==> src/rtl/adsr_envelope.sv <==
// ADSR envelope generator: advances one step per rising edge of sample_clk, all in the clk_in domain.
// Latency: env_out/state_out/env_valid update on the clk_in edge where the step is detected; no backpressure.
module adsr_envelope #(
   parameter int ENV_WIDTH  = 16,
   parameter int RATE_WIDTH = 16
) (
   input  logic                  clk_in,
   input  logic                  reset,
   input  logic                  sample_clk,
   input  logic                  gate,
   input  logic [RATE_WIDTH-1:0] attack_rate,
   input  logic [RATE_WIDTH-1:0] decay_rate,
   input  logic [ENV_WIDTH-1:0]  sustain_level,
   input  logic [RATE_WIDTH-1:0] release_rate,
   output logic [ENV_WIDTH-1:0]  env_out,
   output logic                  env_valid,
   output logic [2:0]            state_out,
   output logic                  busy
);

   typedef enum logic [2:0] {
      S_IDLE    = 3'd0,
      S_ATTACK  = 3'd1,
      S_DECAY   = 3'd2,
      S_SUSTAIN = 3'd3,
      S_RELEASE = 3'd4
   } state_t;

   localparam logic [ENV_WIDTH-1:0] MAX     = '1;
   localparam logic [ENV_WIDTH:0]   MAX_EXT = {1'b0, MAX};
   localparam int                   PAD     = ENV_WIDTH + 1 - RATE_WIDTH;

   state_t                state_q;
   logic [ENV_WIDTH-1:0]  env_q;
   logic                  valid_q;
   logic                  sample_prev_q;
   logic                  gate_q;

   logic                  step;
   logic                  gate_rise;
   logic [ENV_WIDTH:0]    env_ext;
   logic [ENV_WIDTH:0]    atk_ext;
   logic [ENV_WIDTH:0]    dec_ext;
   logic [ENV_WIDTH:0]    rel_ext;
   logic [ENV_WIDTH:0]    att_sum;
   logic [ENV_WIDTH:0]    dec_diff;
   logic [ENV_WIDTH:0]    rel_diff;
   logic                  att_sat;
   logic                  dec_done;
   logic                  rel_done;
   logic [ENV_WIDTH-1:0]  att_env_d;
   logic [ENV_WIDTH-1:0]  rel_env_d;

   assign step      = sample_clk & ~sample_prev_q;
   assign gate_rise = gate & ~gate_q;

   assign env_ext = {1'b0, env_q};
   assign atk_ext = {{PAD{1'b0}}, attack_rate};
   assign dec_ext = {{PAD{1'b0}}, decay_rate};
   assign rel_ext = {{PAD{1'b0}}, release_rate};

   // Differences borrow into the top bit when the rate exceeds the level.
   assign att_sum  = env_ext + atk_ext;
   assign dec_diff = env_ext - dec_ext;
   assign rel_diff = env_ext - rel_ext;

   assign att_sat  = (att_sum >= MAX_EXT) || (attack_rate == '0);
   assign dec_done = dec_diff[ENV_WIDTH] || (dec_diff <= {1'b0, sustain_level})
                     || (decay_rate == '0);
   assign rel_done = rel_diff[ENV_WIDTH] || (rel_diff == '0) || (release_rate == '0);

   assign att_env_d = att_sat  ? MAX : att_sum[ENV_WIDTH-1:0];
   assign rel_env_d = rel_done ? '0  : rel_diff[ENV_WIDTH-1:0];

   always_ff @(posedge clk_in or negedge reset) begin
      if (!reset) begin
         state_q       <= S_IDLE;
         env_q         <= '0;
         valid_q       <= 1'b0;
         sample_prev_q <= 1'b0;
         gate_q        <= 1'b0;
      end else begin
         sample_prev_q <= sample_clk;
         valid_q       <= step;
         if (step) begin
            gate_q <= gate;
            if (gate_rise) begin
               env_q   <= att_env_d;
               state_q <= att_sat ? S_DECAY : S_ATTACK;
            end else if (!gate && (state_q == S_ATTACK || state_q == S_DECAY ||
                                   state_q == S_SUSTAIN)) begin
               env_q   <= rel_env_d;
               state_q <= rel_done ? S_IDLE : S_RELEASE;
            end else begin
               case (state_q)
                  S_IDLE: begin
                     env_q <= '0;
                  end
                  S_ATTACK: begin
                     env_q   <= att_env_d;
                     state_q <= att_sat ? S_DECAY : S_ATTACK;
                  end
                  S_DECAY: begin
                     env_q   <= dec_done ? sustain_level : dec_diff[ENV_WIDTH-1:0];
                     state_q <= dec_done ? S_SUSTAIN : S_DECAY;
                  end
                  S_SUSTAIN: begin
                     env_q <= sustain_level;
                  end
                  S_RELEASE: begin
                     env_q   <= rel_env_d;
                     state_q <= rel_done ? S_IDLE : S_RELEASE;
                  end
                  default: begin
                     env_q   <= '0;
                     state_q <= S_IDLE;
                  end
               endcase
            end
         end
      end
   end

   assign env_out   = env_q;
   assign env_valid = valid_q;
   assign state_out = state_q;
   assign busy      = (state_q != S_IDLE);

endmodule
==> config.mk <==
export PLATFORM = sky130hd
export DESIGN_NAME = adsr_envelope
export DESIGN_NICKNAME = d
export VERILOG_FILES = /design/src/rtl/adsr_envelope.sv
export SDC_FILE = /design/constraint.sdc
export NUM_CORES = 1
export LEC_CHECK = 0
export BUFFER_PORTS_ARGS = -buffer_cell sky130_fd_sc_hd__buf_2
export CAP_MARGIN = 15
export CORE_ASPECT_RATIO = 0.75
export CORE_MARGIN = 1
export CORE_UTILIZATION = 55
export CTS_CLUSTER_SIZE = 40
export DETAILED_ROUTE_END_ITERATION = 8
export PLACE_DENSITY = 0.79
export SKIP_CTS_REPAIR_TIMING = 1
export SLEW_MARGIN = 15
export SYNTH_ARGS = -nofsm -noshare
export SYNTH_HDL_FRONTEND = slang
export SYNTH_SLANG_ARGS = --single-unit
==> constraint.sdc <==
create_clock -name clk_in -period 11.2 [get_ports clk_in]
set_input_delay 2.24 -clock clk_in [delete_from_list [all_inputs] [get_ports clk_in]]
set_output_delay 2.24 -clock clk_in [all_outputs]
set_load 0.01 [all_outputs]
==> impl_metrics.json <==
{
  "outcome": "finished clean",
  "cts.path.max_buffers": 2,
  "num-fill-cells": 750,
  "worst_ep_required_time_ns": 11.40,
  "cts_tree": "yes",
  "cts.clk_slew.worst_paths_ns": 0.06,
  "clk_latency_ns": 0.27,
  "diodes": 0,
  "multi_input_area_sq_mm": 0.00386,
  "viasPerCell": 6.52,
  "final_common_cell": "buf_2",
  "path_cells": "buf_2, inv_1, ha_1, a21o_1, or3_1, o21a_1, o41ai_2, o21bai_1, a21oi_1, xnor2_1, ha_1, or3_1, a221oi_1, o211ai_1, o2111ai_4, nor2b_1, a221oi_1, o221ai_1, o221a_2",
  "first_iter_violations": 558,
  "wire_per_inst_um": 19.2,
  "cp-end-kind": "flip-flop",
  "synth_edf_count": 0,
  "worst_pin_slew_ns": 0.705,
  "yosys.area_share.adder_pct": 18.2,
  "yosysSeqAreaShare_pct": 11.6,
  "slew_headroom_pct": 52.7,
  "dp_slack_ns": 4.62,
  "via_count": 5324,
  "finalHoldViolCount": 0,
  "synth_area_per_cell_sq_um": 7.47,
  "cts.sinks": 22,
  "skew_ns": 0.00362,
  "netlist_area_sq_mm": 0.00473,
  "stdcell_count": 816,
  "cp_data_arrival_time_ns": 6.62,
  "path_max_fanout": 10,
  "gp_congestion": 1.02,
  "synthToLayoutAreaGrowth_pct": 12.7,
  "startpoint_type": "input port",
  "setup_viol": 0,
  "regArea_sq_um": 551,
  "synth_xor_area_share_pct": 6.85,
  "die_h_um": 82.3,
  "async_reset_ff_share_pct": 100,
  "dp_hpwl_um": 13200,
  "ys_warn_count": 0,
  "grt_pass1_vias": 4811,
  "postSynthCellCount": 633,
  "synth_top_family_by_area": "compound AO/OA/AOI/OAI gates",
  "grt.overflow.total": 0,
  "setup_ws_ns": 4.78,
  "rsz0062_at_grt": "no",
  "post-route-period-util_pct": 57.3,
  "die_x_um": 109,
  "synth_compound_area_share_pct": 31.3,
  "synth.net_count": 768,
  "slowest_delay_ns": 0.54,
  "cts_made_buffers": 3,
  "placementRows": 28,
  "yosys.area_share.simple_pct": 23.4,
  "io_buffers": 88,
  "timing.max_cap.violations": 0,
  "io_pins": 89,
  "p_leak_nw": 2.46,
  "drc": 0,
  "totalWireLength_um": 15700,
  "slowest_stage": "nor2b_1",
  "grt_pass1_wl_um": 24400,
  "total_power_mw": 1.64,
  "ys_ff_latch": 22,
  "firstDrtPassIters": 6,
  "fin_crit_ns": 6.42,
  "final_layout_size_suffix_gt1_share_pct": 18.0,
  "path_class": "in -> reg",
  "p_per_area_mw_per_mm2": 308,
  "root_buffer": "clkbuf_16",
  "hold_path_class": "reg -> reg",
  "grt_max_degree": 23,
  "htree_levels": 1,
  "setup_tns_ns": 0,
  "fmax_mhz": 156,
  "place_inst": 812,
  "grt_usage_pct": 35.5,
  "ant_nets": 0,
  "die_area_sq_mm": 0.00898,
  "synthMuxAreaShare_pct": 1.88,
  "start_util_pct": 58.4,
  "synth_ff_type": "dfrtp_1",
  "post_synth_num_cell_types": 79,
  "crit_family": "compound AO/OA/AOI/OAI gates",
  "ir_worst_vdd_mv": 0.152,
  "antenna_found_initial": 1,
  "final_nets": 847,
  "maxSlewViolCount": 0,
  "core_sq_mm": 0.00809,
  "final_cell_mix": "buf_2 (88), inv_1 (66), ha_1 (64), nor2_1 (59), a21oi_1 (55)",
  "cp_num_buf_inv": 2
}
path summary, 6_finish.rpt:
kind                                     from          end  slack [ns]  cells after the start
worst max-delay path            decay_rate[5]  env_out[11]        4.78                     19
worst min-delay path               env_out[0]   env_out[0]        0.66                      2
worst max register to register     env_out[5]  env_out[11]        6.38                     17
worst min register to register     env_out[0]   env_out[0]        0.66                      2
max in group asynchronous               reset       gate_q        8.90                      1
min in group asynchronous               reset   env_out[1]        1.94                      1
state kept, by name, indices dropped and copies added, names as in the netlist:
signal         cells
env_out           16
env_valid          1
sample_prev_q      1
gate_q             1
state_out          3
worst register-to-register path, cell delays in order, from the launching register on:
cell	delay, ns
dfrtp_1	0.47
ha_1	0.37
a21o_1	0.21
or3_1	0.31
o21a_1	0.22
o41ai_2	0.36
o21bai_1	0.11
a21oi_1	0.18
xnor2_1	0.11
ha_1	0.20
or3_1	0.36
a221oi_1	0.28
o211ai_1	0.23
o2111ai_4	0.25
nor2b_1	0.54
a221oi_1	0.17
o221ai_1	0.21
o221a_2	0.20
metrics by stage:
| stage | hold slack [ns] | instance area, sq um | utilization (%) |
|---|---|---|---|
| 2_1_floorplan | 0.540 | 4730 | - |
| 3_3_place_gp | 0.636 | 5240 | 64.7 |
| 3_5_place_dp | 0.641 | 5240 | 64.7 |
| 4_1_cts | 0.649 | 5330 | 65.8 |
| 5_1_grt | 0.699 | 5330 | 65.8 |
| 6_report | 0.663 | 5330 | 65.8 |
kinds of logic after synthesis:
group / count (synthesis)
mux: 8
buf+inv: 81
simple gates: 210
xor+xnor: 37
flops: 22
compound gates: 208
fa+ha+maj: 67
cells in the mapped netlist (14+ instances only):
| master | instances | area [sq um] |
|---|---|---|
| inv_1 | 66 | 248 |
| nor2_1 | 59 | 221 |
| xor2_1 | 14 | 123 |
| dfrtp_1 | 22 | 551 |
| xnor2_1 | 23 | 201 |
| ha_1 | 64 | 801 |
| nand3_1 | 16 | 80.1 |
| nor3_1 | 17 | 85.1 |
| o21ai_0 | 33 | 165 |
| nand2_1 | 35 | 131 |
| a21oi_1 | 55 | 275 |
cell type report:
class | instances | share of cell area (%)
multi-input combinational | 530 | 72.5
sequential | 22 | 10.3
clock buffer | 4 | 1.67
timing repair buffer | 89 | 8.41
tap | 105 | 2.47
inverter | 66 | 4.65
metal layers:
metal	track usage [%]	vias up	part of all wire, %
met3	8.95	33	11
met4	6.49	2	1.6
li1	-	2535	-
met2	53.0	292	40
met5	0	-	0.051
met1	51.3	2462	47
where the power goes:
part,switching (mW),internal (mW)
Combinational,0.832,0.541
Clock,0.0322,0.0547
Sequential,0.0702,0.112
No activity file was read; power rests on OpenSTA's default activity.
